===== src/rtl/fetch_pkg.sv =====
// fetch_pkg: shared state encoding and constants for the instruction fetch unit
package fetch_pkg;
  localparam int INSTR_W = 32;
  localparam int FETCH_DEPTH = 2;
  localparam int PC_INC = 4;
  typedef enum logic [1:0] {ST_IDLE = 2'd0, ST_REQ = 2'd1, ST_WAIT = 2'd2, ST_DROP = 2'd3} fetch_state_e;
endpackage


===== src/rtl/fetch_if.sv =====
// fetch_if: instruction-memory request/response bus
interface fetch_if
  import fetch_pkg::*;
#(parameter int ADDR_W = 32);
  logic req;
  logic [ADDR_W-1:0] addr;
  logic gnt;
  logic rvalid;
  logic [INSTR_W-1:0] rdata;
  modport master (output req, addr, input gnt, rvalid, rdata);
  modport slave (input req, addr, output gnt, rvalid, rdata);
endinterface


===== src/rtl/fetch_fifo.sv =====
// fetch_fifo: two-entry in-order buffer of fetched {pc, instruction} pairs
module fetch_fifo
  import fetch_pkg::*;
#(parameter int ADDR_W = 32) (
  input  logic               clk,
  input  logic               rst_n,
  input  logic               push,
  input  logic               pop,
  input  logic               flush,
  input  logic [ADDR_W-1:0]  push_pc,
  input  logic [INSTR_W-1:0] push_instr,
  output logic [1:0]         count,
  output logic [ADDR_W-1:0]  head_pc,
  output logic [INSTR_W-1:0] head_instr
);
  logic [ADDR_W-1:0] pc_mem [FETCH_DEPTH];
  logic [INSTR_W-1:0] instr_mem [FETCH_DEPTH];
  logic wr_ptr, rd_ptr, do_push, do_pop;
  assign do_pop = pop && count != 2'd0;
  assign do_push = push && (count < 2'(FETCH_DEPTH) || do_pop);
  assign head_pc = pc_mem[rd_ptr];
  assign head_instr = instr_mem[rd_ptr];
  // storage, pointers and count; flush empties the buffer in one cycle
  always_ff @(posedge clk or negedge rst_n)
    if (!rst_n) begin
      wr_ptr <= 1'b0;
      rd_ptr <= 1'b0;
      count <= '0;
      for (int i = 0; i < FETCH_DEPTH; i++) begin
        pc_mem[i] <= '0;
        instr_mem[i] <= '0;
      end
    end else if (flush) begin
      wr_ptr <= 1'b0;
      rd_ptr <= 1'b0;
      count <= '0;
    end else begin
      if (do_push) begin
        pc_mem[wr_ptr] <= push_pc;
        instr_mem[wr_ptr] <= push_instr;
        wr_ptr <= ~wr_ptr;
      end
      if (do_pop) rd_ptr <= ~rd_ptr;
      count <= count + 2'(do_push) - 2'(do_pop);
    end
endmodule


===== src/rtl/fetch_controller.sv =====
// fetch_controller: fetch FSM and PC feeding a two-entry instruction buffer
module fetch_controller
  import fetch_pkg::*;
#(
  parameter int ADDR_W = 32,
  parameter logic [ADDR_W-1:0] RESET_PC = '0
) (
  input  logic               clk,
  input  logic               rst_n,
  fetch_if.master            imem,
  input  logic               redirect_valid,
  input  logic [ADDR_W-1:0]  redirect_pc,
  output logic               if_valid,
  output logic [INSTR_W-1:0] if_instr,
  output logic [ADDR_W-1:0]  if_pc,
  input  logic               id_ready
);
  localparam logic [1:0] S_IDLE = ST_IDLE;
  localparam logic [1:0] S_REQ = ST_REQ;
  localparam logic [1:0] S_WAIT = ST_WAIT;
  localparam logic [1:0] S_DROP = ST_DROP;
  logic [1:0] state, state_nxt, count;
  logic [ADDR_W-1:0] pc;
  logic pop, push, room;
  assign pop = if_valid && id_ready;
  assign push = state == S_WAIT && imem.rvalid && !redirect_valid;
  assign room = count == 2'd0 || (count == 2'd1 && pop);
  assign if_valid = count != 2'd0;
  assign imem.req = state == S_REQ;
  assign imem.addr = pc;
  // next state; a redirect with a request still in flight waits out its response in DROP
  always_comb
    if (redirect_valid)
      state_nxt = ((state == S_WAIT || state == S_DROP) && !imem.rvalid) || (state == S_REQ && imem.gnt) ? S_DROP : S_REQ;
    else
      state_nxt = state == S_IDLE ? (count < 2'(FETCH_DEPTH) ? S_REQ : S_IDLE)
                : state == S_REQ ? (imem.gnt ? S_WAIT : S_REQ)
                : imem.rvalid ? (state == S_DROP || room ? S_REQ : S_IDLE)
                : state;
  // state and PC; a grant advances the PC, a redirect replaces it with the word-aligned target
  always_ff @(posedge clk or negedge rst_n)
    if (!rst_n) begin
      state <= S_IDLE;
      pc <= RESET_PC;
    end else begin
      state <= state_nxt;
      if (redirect_valid) pc <= redirect_pc & ~ADDR_W'(PC_INC - 1);
      else if (state == S_REQ && imem.gnt) pc <= pc + ADDR_W'(PC_INC);
    end
  fetch_fifo #(.ADDR_W(ADDR_W)) fifo (
    .clk(clk),
    .rst_n(rst_n),
    .push(push),
    .pop(pop),
    .flush(redirect_valid),
    .push_pc(pc - ADDR_W'(PC_INC)),
    .push_instr(imem.rdata),
    .count(count),
    .head_pc(if_pc),
    .head_instr(if_instr)
  );
endmodule


===== src/flat_wrapper.sv =====
// flat-port wrapper written by rule: the top's interface ports become plain ports
module fetch_controller_flat import fetch_pkg::*;
#(
  parameter int ADDR_W = 32,
  parameter logic [ADDR_W-1:0] RESET_PC = '0
)
  (clk, rst_n, redirect_valid, redirect_pc, if_valid, if_instr, if_pc, id_ready, imem_req, imem_addr, imem_gnt, imem_rvalid, imem_rdata);
  fetch_if #(.ADDR_W(ADDR_W)) imem_i ();
  input  logic clk;
  input  logic rst_n;
  input  logic redirect_valid;
  input  logic [ADDR_W-1:0] redirect_pc;
  output logic if_valid;
  output logic [INSTR_W-1:0] if_instr;
  output logic [ADDR_W-1:0] if_pc;
  input  logic id_ready;
  output wire logic [$bits(imem_i.req)-1:0] imem_req;
  output wire logic [$bits(imem_i.addr)-1:0] imem_addr;
  input wire logic [$bits(imem_i.gnt)-1:0] imem_gnt;
  input wire logic [$bits(imem_i.rvalid)-1:0] imem_rvalid;
  input wire logic [$bits(imem_i.rdata)-1:0] imem_rdata;
  assign imem_req = imem_i.req;
  assign imem_addr = imem_i.addr;
  assign imem_i.gnt = imem_gnt;
  assign imem_i.rvalid = imem_rvalid;
  assign imem_i.rdata = imem_rdata;
  fetch_controller #(.ADDR_W(ADDR_W), .RESET_PC(RESET_PC)) u_core (.clk(clk), .rst_n(rst_n), .imem(imem_i), .redirect_valid(redirect_valid), .redirect_pc(redirect_pc), .if_valid(if_valid), .if_instr(if_instr), .if_pc(if_pc), .id_ready(id_ready));
endmodule

===== config.mk =====
export PLATFORM = sky130hd
export DESIGN_NAME = fetch_controller_flat
export DESIGN_NICKNAME = d
export VERILOG_FILES = /design/src/rtl/fetch_pkg.sv /design/src/rtl/fetch_if.sv /design/src/rtl/fetch_fifo.sv /design/src/rtl/fetch_controller.sv /design/src/flat_wrapper.sv
export SDC_FILE = /design/constraint.sdc
export NUM_CORES = 1
export LEC_CHECK = 0
export ABC_CLOCK_PERIOD_IN_PS = 2500
export BUFFER_PORTS_ARGS = -buffer_cell sky130_fd_sc_hd__buf_2
export CELL_PAD_IN_SITES_DETAIL_PLACEMENT = 0
export CELL_PAD_IN_SITES_GLOBAL_PLACEMENT = 1
export CORE_UTILIZATION = 30
export DETAILED_ROUTE_END_ITERATION = 10
export GPL_TIMING_DRIVEN = 0
export PLACE_DENSITY_LB_ADDON = 0.08
export SLEW_MARGIN = 30
export SYNTH_ARGS = -nofsm -noshare
export SYNTH_HDL_FRONTEND = slang
export SYNTH_SLANG_ARGS = --single-unit

===== constraint.sdc =====
create_clock -name clk -period 2.5 [get_ports clk]
set_input_delay 0.25 -clock clk [delete_from_list [all_inputs] [get_ports clk]]
set_output_delay 0.25 -clock clk [all_outputs]
set_load 0.02 [all_outputs]

==> results of run 1 <==
==> cells by family (layout without fill, tap and decap cells) <==
family / count (synthesis) / in the layout / synth area share
compound gates: 92 / 92 / 0.0590
xor+xnor: 59 / 59 / 0.0648
fa+ha+maj: 4 / 4 / 0.00627
buf+inv: 78 / 273 / 0.0430
flops: 160 / 160 / 0.502
mux: 100 / 100 / 0.141
other cells: 1 / 4 / 0.000470
simple gates: 300 / 300 / 0.184
==> what timing repair did <==
action / 4_1_cts / 5_1_grt
gates cloned: 0 / 0
setup endpoints to repair: 81 / 59
buffers inserted: 0 / 2
hold endpoints to repair: 43 / 0
hold buffers: 1 / 0
gates resized for setup: 9 / 21
pin swaps: 0 / 2
==> area by class of cell <==
class	count	area, µm²
flip-flops and latches	160	4000
plain buffers	63	305
multi-input cells	559	3690
clock inverters	13	155
clock buffers	18	439
fillers	2718	16100
well taps	335	419
repair buffers	166	896
inverters	13	48.8
==> critical path: stages (launching register included) <==
cell,delay [ns]
dfrtp_1,0.51
inv_1,0.11
ha_1,0.22
nor4b_4,0.37
nand2_1,0.19
nor4_1,0.27
xnor2_1,0.19
mux2_2,0.29
==> report_power, final <==
group / switching [mW] / internal [mW] / leakage (nW)
registers: 0.327 / 3.11 / 2.12
logic: 1.86 / 1.26 / 2.33
clock network: 1.15 / 1.52 / 0.282
==> routing by layer <==
metal / up-vias / track usage
met5: - / 0
met4: 0 / 0.0425
met3: 13 / 0.0352
met2: 146 / 0.279
met1: 2850 / 0.242
li1: 3042 / -
==> worst paths after layout <==
path	from	end	slack (ns)	cells after the start
min	redirect_pc[19]	u_core.imem.addr[19]	0.02	3
max in group asynchronous	rst_n	u_core.imem.addr[10]	1.26	4
min reg2reg	u_core.fifo.instr_mem[33]	u_core.fifo.instr_mem[33]	0.48	2
max reg2reg	u_core.imem.addr[2]	u_core.fifo.pc_mem[46]	0.23	7
max	u_core.imem.addr[2]	u_core.fifo.pc_mem[46]	0.23	7
min in group asynchronous	rst_n	u_core.fifo.instr_mem[37]	0.30	2
==> registers in the layout (all words and copies together), names as in the netlist <==
name	cells
u_core.fifo.wr_ptr	1
u_core.fifo.rd_ptr	1
u_core.imem.addr	30
u_core.fifo.count	2
u_core.state	2
u_core.fifo.instr_mem	64
u_core.fifo.pc_mem	60
==> stage by stage <==
| step | util | power (mW) |
|---|---|---|
| after floorplan | - | 5.53 |
| after global placement | 0.354 | 6.63 |
| after detailed placement | 0.356 | 6.65 |
| after CTS | 0.380 | 9.39 |
| after global routing | 0.382 | 9.82 |
| final | 0.382 | 9.22 |
==> layout by cell type (no fill, tap or decap), drive strengths merged, types with 4 or more instances in the layout <==
master	instances
nand3	14
nor3	22
nand4	8
nand2	191
mux2	100
xor2	10
inv	18
ha	4
nor2	17
clkbuf	63
and3	5
conb	4
o21ai	87
buf	183
xnor2	49
nor4	22
dfrtp	160
==> metrics.md, run 1 <==
| Metric | Value |
|---|---|
| CP endpoint kind | `flop` |
| Via count | `6051` |
| Finished Layout Cells | `1327` |
| H-tree levels | `4` |
| YS warnings | `0` |
| Metal1 wirelength | `11000 µm` |
| Residual DRC | `0` |
| Post-Syn Area | `0.00798 mm²` |
| Status | `finished clean` |
| Max layer used | `met4` |
| TritonRoute pass-1 iters | `6` |
| Fin crit period | `2.27 ns` |
| Initial Util | `0.306` |
| Vias in the first global route | `6292` |
| First-pass GRT wire length | `35800 µm` |
| Final antenna-violating net count | `0` |
| Yosys reg bits | `160` |
| Crit path required time | `2.80 ns` |
| Root Buffer | `clkbuf_16` |
| Cell count after placement | `1295` |
| Worst Setup Start Kind | `flop` |
| Setup Skew | `0.0171 ns` |
| Clock sinks | `160` |
| Avg Inst Size Synth | `10.1 µm²` |
| Pwr/cell area | `926 mW/mm²` |
| Max-cap violations | `0` |
| Synth top area share | `0.502` |
| Critical Path Fanout Max | `9` |
| HPWL after DPL | `16600 µm` |
| Initial antenna violation count | `0` |
| Clock Latency Late Sink | `0.43 ns` |
| Most frequent cell after synthesis | `nand2_1` |
| Arrival time worst endpoint | `2.58 ns` |
| Top post-synthesis cells by area | `dfrtp_1 (50%), mux2_2 (14%), nand2_1 (9.0%)` |
| Synth Instances | `794` |
| Fin area | `0.00996 mm²` |
| Netlist cell types | `43` |
| Clk buf depth | `2` |
| Met2 Wirelength | `10400 µm` |
| WS Path Type | `reg2reg` |
| F_max | `0.440 GHz` |
| Worst slew pin tran | `0.608 ns` |
| WL final | `22800 µm` |
| Via density | `4.56` |
| Avg WL per Cell | `17.1 µm` |
| Total CTS buffers | `17` |
| Layout area overhead | `24.8%` |
| ANT cells | `0` |
| Peak supply drop | `386 µV` |
| Die ar. | `0.0273 mm²` |
| Routability cong. | `0.724` |
| LEAKAGE | `4.74 nW` |
| CTS tree | `built` |
| RSZ-0062 raised after global routing | `no` |
| Area of the core | `0.0261 mm²` |
| Largest net degree at the start of global routing | `62` |
| EDFF count, synth | `0` |
| Iter 0 DRT Violations | `238` |
| Met3 WL | `1110 µm` |
| I/O pin count | `168` |
| Fraction of registers with async set/reset | `1.00` |
| Die W | `165 µm` |
| Finish-stage setup viols | `0` |
| Die Ht | `165 µm` |
| Final Cycle Share | `0.909` |
| Row cnt | `59` |
| Top post-synthesis cells by count | `nand2_1 (191), dfrtp_1 (160), mux2_2 (100)` |
| Share of cells above drive strength 1 | `0.356` |
| Setup slack at placement | `-0.359 ns` |
| Relative slew margins | `0.593` |
| Top FF cell, synth | `dfrtp_1` |
| Fin worst setup slack | `0.227 ns` |
| Setup TNS | `0 ns` |
| Clock transition at the registers of the reported paths | `0.07 ns` |
| Hold Path Class | `in2reg` |
| Endpoints failing hold | `0` |
| Area after DPL | `0.00928 mm²` |
| IO buf count | `161` |
| Fin nets | `1054` |
| Slew Limit Fails | `0` |
| Hold slack final | `0.0211 ns` |
| Yosys top cell by area | `dfrtp_1` |
| Register area share after synthesis | `0.502` |
| Global-route usage over all layers | `0.175` |
| Grt ovf | `0` |
No activity file was read; power rests on OpenSTA's default activity.
==> run 2, diff against run 1 <==
SYNTH_HIERARCHICAL = 1   (was default)
==> run 2 against run 1 <==
Effect of this change:
- synthesized cell count shrank 14%
- utilization shrank 0.51 points
- largest cell class unchanged
- critical path type unchanged
- hold slack gained 0.0065 ns
- critical endpoint is now u_core/fifo/pc_mem[28]
- critical path depth shrank 1
- clock power shrank 4%
==> metrics.md, run 2 <==
| Metric | Value |
|---|---|
| Status | `finished clean` |
| Hold Path Stages | `3` |
| Initial antenna violation count | `0` |
| Endpoints failing hold | `0` |
| Top post-synthesis cells by area | `dfrtp_1 (49%), mux2_2 (20%), mux2_4 (7.1%)` |
| Final antenna-violating net count | `0` |
| Hold Path Class | `in2reg` |
| Clock transition at the registers of the reported paths | `0.07 ns` |
| YS warnings | `6` |
| TritonRoute pass-1 iters | `7` |
| Hold_sp | `redirect_pc[8]` |
| Via density | `4.77` |
| Pint | `5.20 mW` |
| RR Startpoint | `u_core/imem.addr[19]` |
| Switching power | `2.32 mW` |
| Peak supply drop | `378 µV` |
| CTS tree | `built` |
| Avg Inst Size Synth | `12.4 µm²` |
| Yosys top cell by area | `dfrtp_1` |
| R2r worst-path depth | `6` |
| Worst R2R End | `u_core/fifo/pc_mem[28]` |
| Synth Instances | `680` |
| Top post-synthesis cells by count | `dfrtp_1 (164), mux2_2 (151), mux2_4 (40)` |
| Overall Power | `7.51 mW` |
| Filler cells | `2826` |
| Die ar. | `0.0288 mm²` |
| Final Cycle Share | `0.945` |
| Comb power frac | `0.238` |
| Avg WL per Cell | `17.7 µm` |
| RSZ-0062 raised after global routing | `yes` |
| Area after DPL | `0.00981 mm²` |
| Switching portion of total power | `0.308` |
| Largest net degree at the start of global routing | `85` |
| First-pass GRT wire length | `35900 µm` |
| Root Buffer | `clkbuf_16` |
| Netlist cell types | `52` |
| Post-Syn Area | `0.00845 mm²` |
| Worst R2R Setup Slack | `0.14 ns` |
| Die Ht | `170 µm` |
| Relative slew margins | `0.339` |
| Residual DRC | `0` |
| Commonest non-fill, non-tap cell in the layout | `buf_2` |
| Largest family of logic cells by synthesized area | `multiplexers` |
| Worst slew pin tran | `0.982 ns` |
| Arrival time worst endpoint | `2.67 ns` |
| HPWL after DPL | `16200 µm` |
| Total CTS buffers | `17` |
| Routability cong. | `0.838` |
| ANT cells | `0` |
| Fin nets | `951` |
| Layout area overhead | `24.0%` |
| Fin worst setup slack | `0.137 ns` |
| Share of synthesized cell area in and, or, nand and nor gates | `0.113` |
| Compound-gate portion of the synthesized area | `0.0438` |
| CP endpoint kind | `flop` |
| Clk pwr share | `0.342` |
| Area of the core | `0.0278 mm²` |
| Global-route usage over all layers | `0.162` |
| Vias in the first global route | `6427` |
| Synth top area share | `0.486` |
| Fraction of power consumed by sequential logic | `0.420` |
| Slew Limit Fails | `0` |
| Fin crit period | `2.36 ns` |
| Row cnt | `61` |
| Post-layout util | `0.377` |
| Critical Path Fanout Max | `9` |
| Commonest non-fill, non-tap cells in the layout | `buf_2 (185), dfrtp_1 (164), mux2_2 (151), mux2_4 (40), nand2_1 (33)` |
| Register area share after synthesis | `0.486` |
| Fin area | `0.0105 mm²` |
| Yosys reg bits | `164` |
| Setup Skew | `0.0154 ns` |
| Via count | `6047` |
| LEAKAGE | `5.08 nW` |
| Setup slack at placement | `-0.769 ns` |
| Top FF cell, synth | `dfrtp_1` |
| Clock Latency Late Sink | `0.42 ns` |
| Crit path required time | `2.80 ns` |
| Worst Setup Start Kind | `flop` |
| Clk buf depth | `2` |
| Finish-stage setup viols | `0` |
| WS Path Type | `reg2reg` |
| EDFF count, synth | `0` |
| Most frequent cell after synthesis | `dfrtp_1` |
| H-tree levels | `4` |
| Die W | `170 µm` |
| Synth Area in XOR/XNOR | `0.0394` |
| Iter 0 DRT Violations | `227` |
| WL final | `22400 µm` |
| Clock sinks | `164` |
| Mux contribution to synthesized area | `0.275` |
| IO buf count | `163` |
| Sink of the worst hold path | `u_core/imem.addr[8]` |
| Grt ovf | `0` |
| Share of cells above drive strength 1 | `0.501` |
| Fraction of registers with async set/reset | `1.00` |
| Pwr/cell area | `717 mW/mm²` |
| Initial Util | `0.304` |
| Max-cap violations | `0` |
| F_max | `0.423 GHz` |
| I/O pin count | `168` |
| Post-synthesis adder-cell area fraction | `0.00592` |
[run 2: cell types whose count changed after synthesis, sizes merged, moves of 12 or more]
cell	delta
or4	+17
nand2	-158
nor3	-12
xnor2	-33
buf	+16
mux2	+93
o21ai	-71
xor2	+12
clkbuf	-33
[run 2: cell type report]
| type | instances | area [µm²] | area share |
|---|---|---|---|
| flip-flops and latches | 164 | 4100 | 0.392 |
| multi-input cells | 463 | 4090 | 0.390 |
| repair buffers | 173 | 927 | 0.0885 |
| well taps | 378 | 473 | 0.0452 |
| clock buffers | 19 | 453 | 0.0432 |
| plain buffers | 48 | 275 | 0.0263 |
| clock inverters | 12 | 120 | 0.0115 |
| inverters | 10 | 37.5 | 0.00358 |
[run 2: critical path, cell delays in order (launching register included)]
cell	delay, ns
dfrtp_1	0.38
buf_2	0.19
or4_1	0.60
nand2b_1	0.28
nor4_1	0.36
xor2_1	0.15
mux2_2	0.28
[run 2: cell families (layout without fill, tap and decap cells)]
logic type	count (synthesis)	after routing
AO/OA/AOI/OAI	56	56
XOR/XNOR	38	38
adder cells (fa/ha/maj)	4	4
buffers and inverters	58	262
flip-flops	164	164
multiplexers	193	193
other	1	6
AND/OR/NAND/NOR	166	166
[run 2: how the worst max path moves through the flow]
stage | slack [ns] | startpoint | end | cells after the start
detailed placement | -0.77 | redirect_valid | u_core/fifo/instr_mem[38] | 9
global placement | -1.40 | rst_n | u_core/fifo/pc_mem[6] | 1
CTS | 0.03 | redirect_valid | u_core/fifo/instr_mem[31] | 8
global route | 0.001 | u_core/fifo/count[1] | u_core/fifo/pc_mem[17] | 7
floorplan | 0.17 | u_core/imem.addr[2] | u_core/fifo/pc_mem[28] | 8
finish | 0.14 | u_core/imem.addr[19] | u_core/fifo/pc_mem[28] | 6
[run 2: power by group through the flow]
| stage | combinational [mW] | sequential, mW | clock [mW] |
|---|---|---|---|
| floorplan | 1.15 | 3.20 | 0 |
| global route | 1.95 | 3.20 | 2.79 |
| detailed placement | 1.80 | 3.20 | 0 |
| CTS | 1.82 | 3.16 | 2.68 |
| finish | 1.79 | 3.16 | 2.57 |
| global placement | 1.77 | 3.18 | 0 |
[run 2: routing by layer]
layer  track usage  wire [µm]
met5             0          0
met4        0.0505        295
met3        0.0293        917
met2         0.261      10400
met1         0.220      10800
[run 2: through the flow]
step	hold WS (ns)	cells	TNS, ns
floorplan	-0.0456	685	0
global placement	0.463	1226	-316.03
detailed placement	0.287	1228	-69.69
CTS	0.00185	1266	0
global route	0.0180	1267	0
finish	0.0276	1267	0
[run 2: timing repair]
item / in CTS / in global routing
hold endpoints to repair: 80 / 0
pin swaps: 2 / 0
buffers inserted: 6 / 1
gates resized for setup: 3 / 6
hold buffers: 1 / 0
setup endpoints to repair: 162 / 61
==> run 3, diff against run 2 <==
GPL_TIMING_DRIVEN = default   (was 0)
==> run 3 against run 2 <==
Effect of this change:
- final area shrank 0.53%
- die area is the same
- critical endpoint is now u_core/fifo/instr_mem[54]
- utilization shrank 0.20 points
- global-route usage shrank 0.80 points
- via count shrank 1.7%
- clock skew shrank 0.0013 ns
- setup slack gained 0.10 ns
- clock power grew 4%
- first-iteration DRC count grew 6.6%
==> metrics.md, run 3 (synthesis results as in run 2) <==
| Metric | Value |
|---|---|
| Clock sinks | `164` |
| Worst setup path endpoint | `u_core/fifo/instr_mem[54]` |
| Endpoints failing hold | `0` |
| HPWL after DPL | `15100 µm` |
| FF+latch area | `0.00411 mm²` |
| Initial Util | `0.304` |
| Root Buffer | `clkbuf_16` |
| Post-CTS repair timing setup buffer count | `0` |
| Iter 0 DRT Violations | `242` |
| Commonest non-fill, non-tap cell in the layout | `dfrtp_1` |
| Pint | `5.31 mW` |
| Final Cycle Share | `0.904` |
| Peak supply drop | `391 µV` |
| Via density | `4.78` |
| Filler cells | `2782` |
| Fin crit period | `2.26 ns` |
| Hold Buf Count CTS | `1` |
| Crit path required time | `2.79 ns` |
| Setup slack at placement | `0.228 ns` |
| Fin nets | `926` |
| Die ar. | `0.0288 mm²` |
| ANT cells | `0` |
| Clk pwr share | `0.350` |
| Hold slack final | `0.0432 ns` |
| Avg WL per Cell | `17.4 µm` |
| Grt ovf | `0` |
| H-tree levels | `4` |
| Critical Path Fanout Max | `41` |
| IO buf count | `163` |
| LEAKAGE | `5.04 nW` |
| Multi-input logic area | `0.00406 mm²` |
| Clk buf depth | `2` |
| Fin area | `0.0104 mm²` |
| I/O pin count | `168` |
| Area after DPL | `0.00981 mm²` |
| Row cnt | `61` |
| Worst Setup Start Kind | `flop` |
| RR Startpoint | `u_core/state[1]` |
| First-pass GRT wire length | `34200 µm` |
| Worst R2R Setup Slack | `0.24 ns` |
| Finished Layout Cells | `1243` |
| F_max | `0.443 GHz` |
| Die W | `170 µm` |
| Cell count after placement | `1210` |
| Relative slew margins | `0.564` |
| WL final | `21700 µm` |
| TritonRoute pass-1 iters | `4` |
| Residual DRC | `0` |
| WS Path Type | `reg2reg` |
| Total CTS buffers | `17` |
| Status | `finished clean` |
| PostCTS Resize Cnt | `0` |
| CTS tree | `built` |
| Hold_sp | `redirect_pc[10]` |
| Setup TNS | `0 ns` |
| Hold Path Class | `in2reg` |
| Switching portion of total power | `0.301` |
| Post-layout util | `0.375` |
| Clock Latency Late Sink | `0.41 ns` |
| RSZ-0062 raised after global routing | `no` |
| Max-cap violations | `0` |
| Slew Limit Fails | `0` |
| Routability cong. | `0.781` |
| CP startpoint | `u_core/state[1]` |
| Commonest non-fill, non-tap cells in the layout | `dfrtp_1 (163), buf_2 (162), mux2_2 (151), mux2_4 (40), nand2_1 (33)` |
| Die Ht | `170 µm` |
| CP endpoint kind | `flop` |
| Arrival time worst endpoint | `2.55 ns` |
| Setup Skew | `0.0140 ns` |
| Switching power | `2.29 mW` |
| Via count | `5947` |
| Fraction of power consumed by sequential logic | `0.419` |
| Vias in the first global route | `6149` |
| Clock transition at the registers of the reported paths | `0.07 ns` |
| Layout area overhead | `23.3%` |
| R2r worst-path depth | `6` |
| Fin worst setup slack | `0.241 ns` |
| Global-route usage over all layers | `0.154` |
| Overall Power | `7.60 mW` |
| Pwr/cell area | `729 mW/mm²` |
| Largest net degree at the start of global routing | `65` |
| Final antenna-violating net count | `0` |
| Worst R2R End | `u_core/fifo/instr_mem[54]` |
| Worst slew pin tran | `0.654 ns` |
| Share of cells above drive strength 1 | `0.496` |
| Initial antenna violation count | `0` |
| Area of the core | `0.0278 mm²` |
| Finish-stage setup viols | `0` |
| Comb power frac | `0.231` |
[run 3: layer usage]
metal	share of wire	routed length, µm	GRT usage	up-vias
li1	-	-	-	2813
met1	0.46	10000	0.208	2974
met2	0.48	10400	0.249	146
met3	0.046	995	0.0307	14
met4	0.013	274	0.0439	0
met5	0	0	0	-
[run 3: power groups by stage]
| stage | sequential [mW] | clock, mW | combinational [mW] |
|---|---|---|---|
| 4_1_cts | 3.19 | 2.76 | 1.79 |
| 3_3_place_gp | 3.21 | 0 | 1.76 |
| 6_report | 3.18 | 2.66 | 1.76 |
| 2_1_floorplan | 3.20 | 0 | 1.15 |
| 5_1_grt | 3.23 | 2.88 | 1.90 |
| 3_5_place_dp | 3.23 | 0 | 1.78 |
[run 3: how the worst min path moves through the flow]
stage,endpoint,slack (ns),depth (start not counted)
CTS,u_core/imem.addr[12],0.02,3
global route,u_core/imem.addr[21],0.04,3
detailed placement,u_core/fifo/instr_mem[7],0.30,1
floorplan,u_core/fifo/count[0],-0.05,0
finish,u_core/imem.addr[10],0.04,3
global placement,u_core/fifo/instr_mem[7],0.29,1
[run 3: cell type report]
type | count | area share
flip-flops and latches | 164 | 0.394
inverters | 10 | 0.00360
clock buffers | 20 | 0.0438
well taps | 378 | 0.0454
repair buffers | 196 | 0.110
multi-input cells | 463 | 0.389
clock inverters | 12 | 0.0137
[run 3: worst max-delay path: stages (launching register included)]
cell and delay [ns]:
dfrtp_1 0.42, nand2_1 0.07, nor3_1 0.33, inv_1 0.16, nor4_4 0.41, buf_12 0.36, mux2_2 0.37
